`src/rtl/bldc_hall_pkg.sv`:
```
// Shared hall-sensor definitions: 6-step code constants, neighbour and legality helpers.
package bldc_hall_pkg;

    localparam int unsigned HALL_W = 3;

    // Forward rotation order: STEP_1 -> STEP_2 -> ... -> STEP_6 -> STEP_1
    localparam logic [HALL_W-1:0] STEP_1 = 3'b101;
    localparam logic [HALL_W-1:0] STEP_2 = 3'b100;
    localparam logic [HALL_W-1:0] STEP_3 = 3'b110;
    localparam logic [HALL_W-1:0] STEP_4 = 3'b010;
    localparam logic [HALL_W-1:0] STEP_5 = 3'b011;
    localparam logic [HALL_W-1:0] STEP_6 = 3'b001;

    // Outcome of an accepted code relative to the current locked state
    typedef enum logic [2:0] {
        ACC_INVALID = 3'd0,
        ACC_LOCK    = 3'd1,
        ACC_SAME    = 3'd2,
        ACC_FWD     = 3'd3,
        ACC_REV     = 3'd4,
        ACC_SKIP    = 3'd5
    } acc_kind_e;

    // Forward neighbour of a legal code; illegal codes map to 000
    function automatic logic [HALL_W-1:0] hall_next(input logic [HALL_W-1:0] code);
        logic [HALL_W-1:0] r;
        case (code)
            STEP_1:  r = STEP_2;
            STEP_2:  r = STEP_3;
            STEP_3:  r = STEP_4;
            STEP_4:  r = STEP_5;
            STEP_5:  r = STEP_6;
            STEP_6:  r = STEP_1;
            default: r = '0;
        endcase
        return r;
    endfunction

    // Reverse neighbour of a legal code; illegal codes map to 000
    function automatic logic [HALL_W-1:0] hall_prev(input logic [HALL_W-1:0] code);
        logic [HALL_W-1:0] r;
        case (code)
            STEP_1:  r = STEP_6;
            STEP_2:  r = STEP_1;
            STEP_3:  r = STEP_2;
            STEP_4:  r = STEP_3;
            STEP_5:  r = STEP_4;
            STEP_6:  r = STEP_5;
            default: r = '0;
        endcase
        return r;
    endfunction

    // 000 and 111 cannot occur with healthy sensors
    function automatic logic hall_legal(input logic [HALL_W-1:0] code);
        return (code != 3'b000) && (code != 3'b111);
    endfunction

    // Classify a newly accepted code against the current output state
    function automatic acc_kind_e hall_classify(input logic [HALL_W-1:0] code,
                                                input logic [HALL_W-1:0] cur,
                                                input logic              locked);
        acc_kind_e k;
        if (!hall_legal(code))             k = ACC_INVALID;
        else if (!locked)                  k = ACC_LOCK;
        else if (code == cur)              k = ACC_SAME;
        else if (code == hall_next(cur))   k = ACC_FWD;
        else if (code == hall_prev(cur))   k = ACC_REV;
        else                               k = ACC_SKIP;
        return k;
    endfunction

endpackage

```
`src/rtl/bldc_hall_filter_sync.sv`:
```
// Generic two-flop synchronizer for asynchronous sensor inputs.
module hall_sync #(
    parameter int unsigned WIDTH = 3
) (
    input  logic             clk,
    input  logic             reset_n,
    input  logic [WIDTH-1:0] d,
    output logic [WIDTH-1:0] q
);

    logic [WIDTH-1:0] s1_d, s1_q;
    logic [WIDTH-1:0] s2_d, s2_q;

    // Shift the raw input through two stages
    always_comb begin
        s1_d = d;
        s2_d = s1_q;
    end

    // Synchronizer stages with synchronous reset
    always_ff @(posedge clk) begin
        if (!reset_n) begin
            s1_q <= '0;
            s2_q <= '0;
        end else begin
            s1_q <= s1_d;
            s2_q <= s2_d;
        end
    end

    assign q = s2_q;

endmodule

```
`src/rtl/bldc_hall_filter.sv`:
```
// Hall sensor conditioner: synchronize, debounce, validate 6-step sequence, record faults.
module bldc_hall_filter
    import bldc_hall_pkg::*;
#(
    parameter int unsigned FILTER_CYCLES = 16,
    parameter int unsigned CNT_WIDTH     = 8,
    parameter int unsigned FAULT_WIDTH   = 8
) (
    input  logic                   clk,
    input  logic                   reset_n,
    input  logic [2:0]             hall_raw,
    input  logic                   enable,
    input  logic                   clear_faults,
    output logic [2:0]             hall_out,
    output logic                   hall_valid,
    output logic                   hall_change,
    output logic                   hall_dir,
    output logic                   fault_invalid,
    output logic                   fault_skip,
    output logic [FAULT_WIDTH-1:0] fault_count
);

    localparam logic [CNT_WIDTH-1:0]   CNT_LAST  = CNT_WIDTH'(FILTER_CYCLES - 1);
    localparam logic [CNT_WIDTH-1:0]   CNT_SAT   = CNT_WIDTH'(FILTER_CYCLES);
    localparam logic [FAULT_WIDTH-1:0] FAULT_MAX = '1;

    logic [2:0] hall_s2;

    logic [2:0]             cand_d, cand_q;
    logic [CNT_WIDTH-1:0]   cnt_d, cnt_q;
    logic [2:0]             hall_out_d, hall_out_q;
    logic                   hall_valid_d, hall_valid_q;
    logic                   hall_change_d, hall_change_q;
    logic                   hall_dir_d, hall_dir_q;
    logic                   fault_invalid_d, fault_invalid_q;
    logic                   fault_skip_d, fault_skip_q;
    logic [FAULT_WIDTH-1:0] fault_count_d, fault_count_q;

    logic      accept;
    logic      inv_event;
    logic      skip_event;
    acc_kind_e kind;

    hall_sync #(.WIDTH(3)) u_sync (
        .clk     (clk),
        .reset_n (reset_n),
        .d       (hall_raw),
        .q       (hall_s2)
    );

    // Stability filter: restart on any change, fire once when the run reaches FILTER_CYCLES
    always_comb begin
        cand_d = cand_q;
        cnt_d  = cnt_q;
        accept = 1'b0;
        if (hall_s2 != cand_q) begin
            cand_d = hall_s2;
            cnt_d  = '0;
        end else if (cnt_q < CNT_LAST) begin
            cnt_d = cnt_q + CNT_WIDTH'(1);
        end else if (cnt_q == CNT_LAST) begin
            accept = 1'b1;
            cnt_d  = CNT_SAT;
        end
        if (!enable) begin
            cnt_d  = '0;
            accept = 1'b0;
        end
    end

    // Sequence check on accepted codes and fault bookkeeping
    always_comb begin
        hall_out_d    = hall_out_q;
        hall_valid_d  = hall_valid_q;
        hall_change_d = 1'b0;
        hall_dir_d    = hall_dir_q;
        inv_event     = 1'b0;
        skip_event    = 1'b0;
        kind          = hall_classify(cand_q, hall_out_q, hall_valid_q);

        if (!enable) begin
            hall_valid_d = 1'b0;
        end else if (accept) begin
            case (kind)
                ACC_INVALID: inv_event = 1'b1;
                ACC_LOCK: begin
                    hall_out_d   = cand_q;
                    hall_valid_d = 1'b1;
                end
                ACC_FWD: begin
                    hall_out_d    = cand_q;
                    hall_change_d = 1'b1;
                    hall_dir_d    = 1'b1;
                end
                ACC_REV: begin
                    hall_out_d    = cand_q;
                    hall_change_d = 1'b1;
                    hall_dir_d    = 1'b0;
                end
                ACC_SKIP: begin
                    hall_out_d = cand_q;
                    skip_event = 1'b1;
                end
                default: ;
            endcase
        end

        // A fault in the clearing cycle wins over the clear
        fault_invalid_d = clear_faults ? 1'b0 : fault_invalid_q;
        fault_skip_d    = clear_faults ? 1'b0 : fault_skip_q;
        if (inv_event)  fault_invalid_d = 1'b1;
        if (skip_event) fault_skip_d    = 1'b1;

        if (clear_faults) begin
            fault_count_d = (inv_event || skip_event) ? FAULT_WIDTH'(1) : '0;
        end else if ((inv_event || skip_event) && (fault_count_q != FAULT_MAX)) begin
            fault_count_d = fault_count_q + FAULT_WIDTH'(1);
        end else begin
            fault_count_d = fault_count_q;
        end
    end

    // State registers with synchronous active-low reset
    always_ff @(posedge clk) begin
        if (!reset_n) begin
            cand_q          <= '0;
            cnt_q           <= '0;
            hall_out_q      <= '0;
            hall_valid_q    <= 1'b0;
            hall_change_q   <= 1'b0;
            hall_dir_q      <= 1'b0;
            fault_invalid_q <= 1'b0;
            fault_skip_q    <= 1'b0;
            fault_count_q   <= '0;
        end else begin
            cand_q          <= cand_d;
            cnt_q           <= cnt_d;
            hall_out_q      <= hall_out_d;
            hall_valid_q    <= hall_valid_d;
            hall_change_q   <= hall_change_d;
            hall_dir_q      <= hall_dir_d;
            fault_invalid_q <= fault_invalid_d;
            fault_skip_q    <= fault_skip_d;
            fault_count_q   <= fault_count_d;
        end
    end

    assign hall_out      = hall_out_q;
    assign hall_valid    = hall_valid_q;
    assign hall_change   = hall_change_q;
    assign hall_dir      = hall_dir_q;
    assign fault_invalid = fault_invalid_q;
    assign fault_skip    = fault_skip_q;
    assign fault_count   = fault_count_q;

endmodule

```
`config.mk`:
```
export PLATFORM = sky130hd
export DESIGN_NAME = bldc_hall_filter
export DESIGN_NICKNAME = d
export VERILOG_FILES = /design/src/rtl/bldc_hall_pkg.sv /design/src/rtl/bldc_hall_filter_sync.sv /design/src/rtl/bldc_hall_filter.sv
export SDC_FILE = /design/constraint.sdc
export NUM_CORES = 1
export LEC_CHECK = 0
export ABC_AREA = 1
export BUFFER_PORTS_ARGS = -buffer_cell sky130_fd_sc_hd__buf_2
export CORE_MARGIN = 1
export CORE_UTILIZATION = 56
export CTS_CLUSTER_SIZE = 14
export DETAILED_ROUTE_END_ITERATION = 8
export HOLD_SLACK_MARGIN = 0.06
export PLACE_DENSITY = 0.79
export SLEW_MARGIN = 20
export SYNTH_ARGS = -nofsm -noshare
export SYNTH_HDL_FRONTEND = slang
export SYNTH_SLANG_ARGS = --single-unit
export TNS_END_PERCENT = 100
```
`constraint.sdc`:
```
create_clock -name clk -period 3.5 [get_ports clk]
set_input_delay 0.35 -clock clk [delete_from_list [all_inputs] [get_ports clk]]
set_output_delay 0.35 -clock clk [all_outputs]
set_load 0.1 [all_outputs]
```
==> impl.org <==
** Outcome
- The run finished with clean final reports.

** Place
- Port buffering added 22 buffers.
- HPWL after detailed placement :: between 2 and 2.5 mm
- Place WS :: 1.55 ns
- The placed instances occupy a cell area of approximately 1700 µm².
- The congestion estimate from routability-driven global placement came to 0.951.

** Timing
- Final clock skew :: around 0.012 ns
- Final total negative setup slack :: 0 ns
- Derived from the worst setup path, the maximum achievable clock frequency is 501 MHz.
- Count of endpoints failing hold in the final timing report :: 0
- Final period utilization :: 57.0%
- Rel. slew slack :: 59.4%
- Setup repair after global routing missed its margin :: false
- At the pin with the least slew margin, the transition time is 0.607 ns.
- Once routing completed, OpenROAD measured the worst setup slack at 1.51 ns.
- Counting I/O delays and the setup requirement, the final critical path takes between 1.5 and 2 ns.
- Final-report max-slew violation count :: 0
- Setup violations remaining at the end of the flow were counted as 0.

** Clock network
- H-tree depth :: 2
- Buffers inserted during clock tree synthesis total 5.
- After clock tree synthesis, the clock-pin slew on the worst setup and hold paths is between 0.1 and 0.15 ns.
- The number of setup buffers added after CTS is 0.
- CTS tree :: built
- The clock passes through at most 2 buffers.
- In this run the clock root is driven by a clkbuf_4.
- The later pin in the worst-skew pair is clocked with a latency of 0.34 ns.
- Sinks on Clock Net :: 33
- In this run, post-CTS hold repair placed 0 buffers.
- In this run, post-CTS repair resized a total of 0 instances.

** Critical path
- The worst setup path is captured at a flip-flop.
- FF-to-FF Start :: cand_q[2]$_SDFFE_PN0P_
- Across all register-to-register paths, the minimum setup slack is 1.51 ns.
- The critical path is of the flip-flop to flip-flop type.
- The number of cells on the worst reg-to-reg path is 11.
- For the worst setup path, the data arrival time is 2.24 ns.
- The worst setup path is launched from a flip-flop.
- In this run the worst setup path begins at cand_q[2]$_SDFFE_PN0P_.
- Max FO, Critical Path :: 7
- STA puts the critical path data required time at 3.75 ns.
- Endpoint of the worst register-to-register path :: hall_dir$_SDFFE_PN0P_

** GRT
- Final global-route overflow total :: 0
- First-pass GRT wire length :: 4.89 mm
- Initial antenna violation count :: 0
- The number of global-route vias before repair is 1182.
- Entering global routing, the biggest net connects 17 pins.
- Global routing consumed, over all layers together, approximately a quarter of the routing resources.

** Power
- Worst supply voltage drop on vdd :: between 0.3 and 0.4 mV
- P_leak :: approximately 0.9 nW
- Dividing total power by cell area gives a power density of 402 nW/µm².

** Yosys
- Syn avg cell area :: 6.86 µm²
- Yosys printed 0 warnings.
- Syn Inst Count :: 231
- Share of synthesized area occupied by flip-flops and latches :: 41.7%
- Mapped Nets :: 240
- The cell area that synthesis handed to floorplanning was 1580 µm².
- Flip-flop and latch count after synthesis :: 33
- Number of different library cells in the post-synthesis netlist :: 25

** Floorplanning
- 23 I/O pins were placed.
- Total Die Area :: 3050 µm²
- Core area :: 2570 µm²
- Std-Cell Rows :: 18
- Die X :: 55.2 µm
- Initial standard-cell utilization of the core :: approximately three fifths
- The floorplan step set the die height to 55.2 µm.

** Detailed routing
- First-pass iteration count of the detailed router :: 4
- After detailed routing, the average wire length per cell comes to ~11 µm.
- Remaining DRCs :: 0
- Final wirelength :: 3.03 mm
- Count of routing violations after the opening detailed-route iteration :: slightly below 50
- The final route contains 1400 vias.
- The count of nets left with antenna violations once routing finished came out at 0.
- Average vias per placed instance :: ~4.9

** Finish
- Antenna diode count :: 0
- Signed area change from the synthesized netlist to the final layout :: 14.1%
- Share of post-route cells with drive strength above 1 :: 17.4%
- Once layout is complete, the utilization of the core stands at 70.4%.
- The final layout contains 266 nets.
- Fill cells in the final layout number 220.
- The finished cells cover 1810 µm².

** Hold path
- Min-Delay Startpoint :: hall_raw[1]
- End of the worst hold path :: u_sync.s1_q[1]$_SDFF_PN0_
- In this run the worst hold path is classified as primary input to flip-flop.
- Number of cells on the worst hold path :: 3

** Run
- Max-cap violations in this run came to 0.
[final cells by class]
type	instances	area, µm²	share of cell area, %
Multi-Input combinational cell	158	771	42.7
Sequential cell	33	661	36.6
Inverter	37	139	7.69
Timing Repair Buffer	22	110	6.09
Clock buffer	6	51.3	2.84
Clock inverter	2	37.5	2.08
Tap cell	30	37.5	2.08
[critical path, cell delays in order (launching register included)]
cell	delay, ns
dfxtp_1	0.46
inv_2	0.11
nand2_1	0.07
nand2_1	0.04
nor2_1	0.10
nand2_1	0.09
nor2_4	0.13
nand3_2	0.11
nor2_1	0.35
nand2_1	0.17
nor3_1	0.18
nor2_1	0.07
[power by group]
part	switching (W)	total [W]	internal (W)
Clock	0.000137	0.000307	0.000170
Sequential	0.00000410	0.000385	0.000381
Combinational	0.0000231	0.0000354	0.0000123
Total	0.000164	0.000727	0.000563
[metal layers]
layer | global-route usage (%) | up-vias | part of all wire [%]
met5 | 0 | - | 0
met4 | 11.3 | 0 | 2.6
met3 | 9.29 | 9 | 6.0
met2 | 33.9 | 35 | 40
met1 | 30.1 | 586 | 52
li1 | - | 770 | -
[sequential cells by signal, indices dropped and copies added, names as in the netlist]
signal	flops
cand_q	3
hall_valid	1
u_sync.s1_q	3
fault_invalid	1
fault_count	8
cnt_q	8
hall_change	1
fault_skip	1
u_sync.q	3
hall_dir	1
hall_out	3
[worst max path at each step]
stage                                       end  depth (start not counted)
floorplan           fault_count[6]$_SDFFE_PN0P_                         13
global placement          hall_dir$_SDFFE_PN0P_                         11
detailed placement        hall_dir$_SDFFE_PN0P_                         11
CTS                       hall_dir$_SDFFE_PN0P_                         11
global route              hall_dir$_SDFFE_PN0P_                         11
finish                    hall_dir$_SDFFE_PN0P_                         11
[cell usage in the layout, fill, tap and decap left out, drive strengths merged]
cell type   n
dfxtp      33
xnor2       4
nand3      22
a211oi      2
o21ai      10
nand4       3
clkbuf      6
nand2      64
clkinvlp    1
buf        22
nor3        4
a21oi       7
ha          2
bufinv      1
xor2        3
inv        37
nor2       36
nor3b       1
[cells in the mapped netlist]
library cell	number	area, µm²
a211oi_1	2	15.0
clkbuf_2	1	5.00
nor2_1	33	124
ha_1	2	25.0
nand2_2	1	6.26
clkbuf_1	1	3.75
nor2_4	2	22.5
buf_2	1	5.00
nand3_2	2	20.0
inv_2	6	22.5
xor2_1	3	26.3
o21ai_2	1	8.76
nor3b_1	1	7.51
a21oi_1	6	30.0
nor3_1	4	20.0
nand2_4	1	11.3
inv_1	31	116
xnor2_1	4	35.0
nand2_1	62	233
a21oi_4	1	16.3
nand4_1	3	18.8
o21ai_0	9	45.0
dfxtp_1	33	661
nor2_2	1	6.26
nand3_1	20	100
[stage by stage]
step	instances	power [W]	hold slack (ns)
global route	288	0.000754	0.171
global placement	280	0.000428	0.392
floorplan	231	0.000419	0.390
detailed placement	280	0.000428	0.399
finish	288	0.000727	0.188
CTS	288	0.000733	0.178
[cells by family after synthesis]
family	after synthesis	share of synthesized area, %
simple gates	130	35.9
buf+inv	40	9.64
flops	33	41.7
compound gates	19	7.27
xor+xnor	7	3.87
fa+ha+maj	2	1.58
No activity file was read; power rests on OpenSTA's default activity.
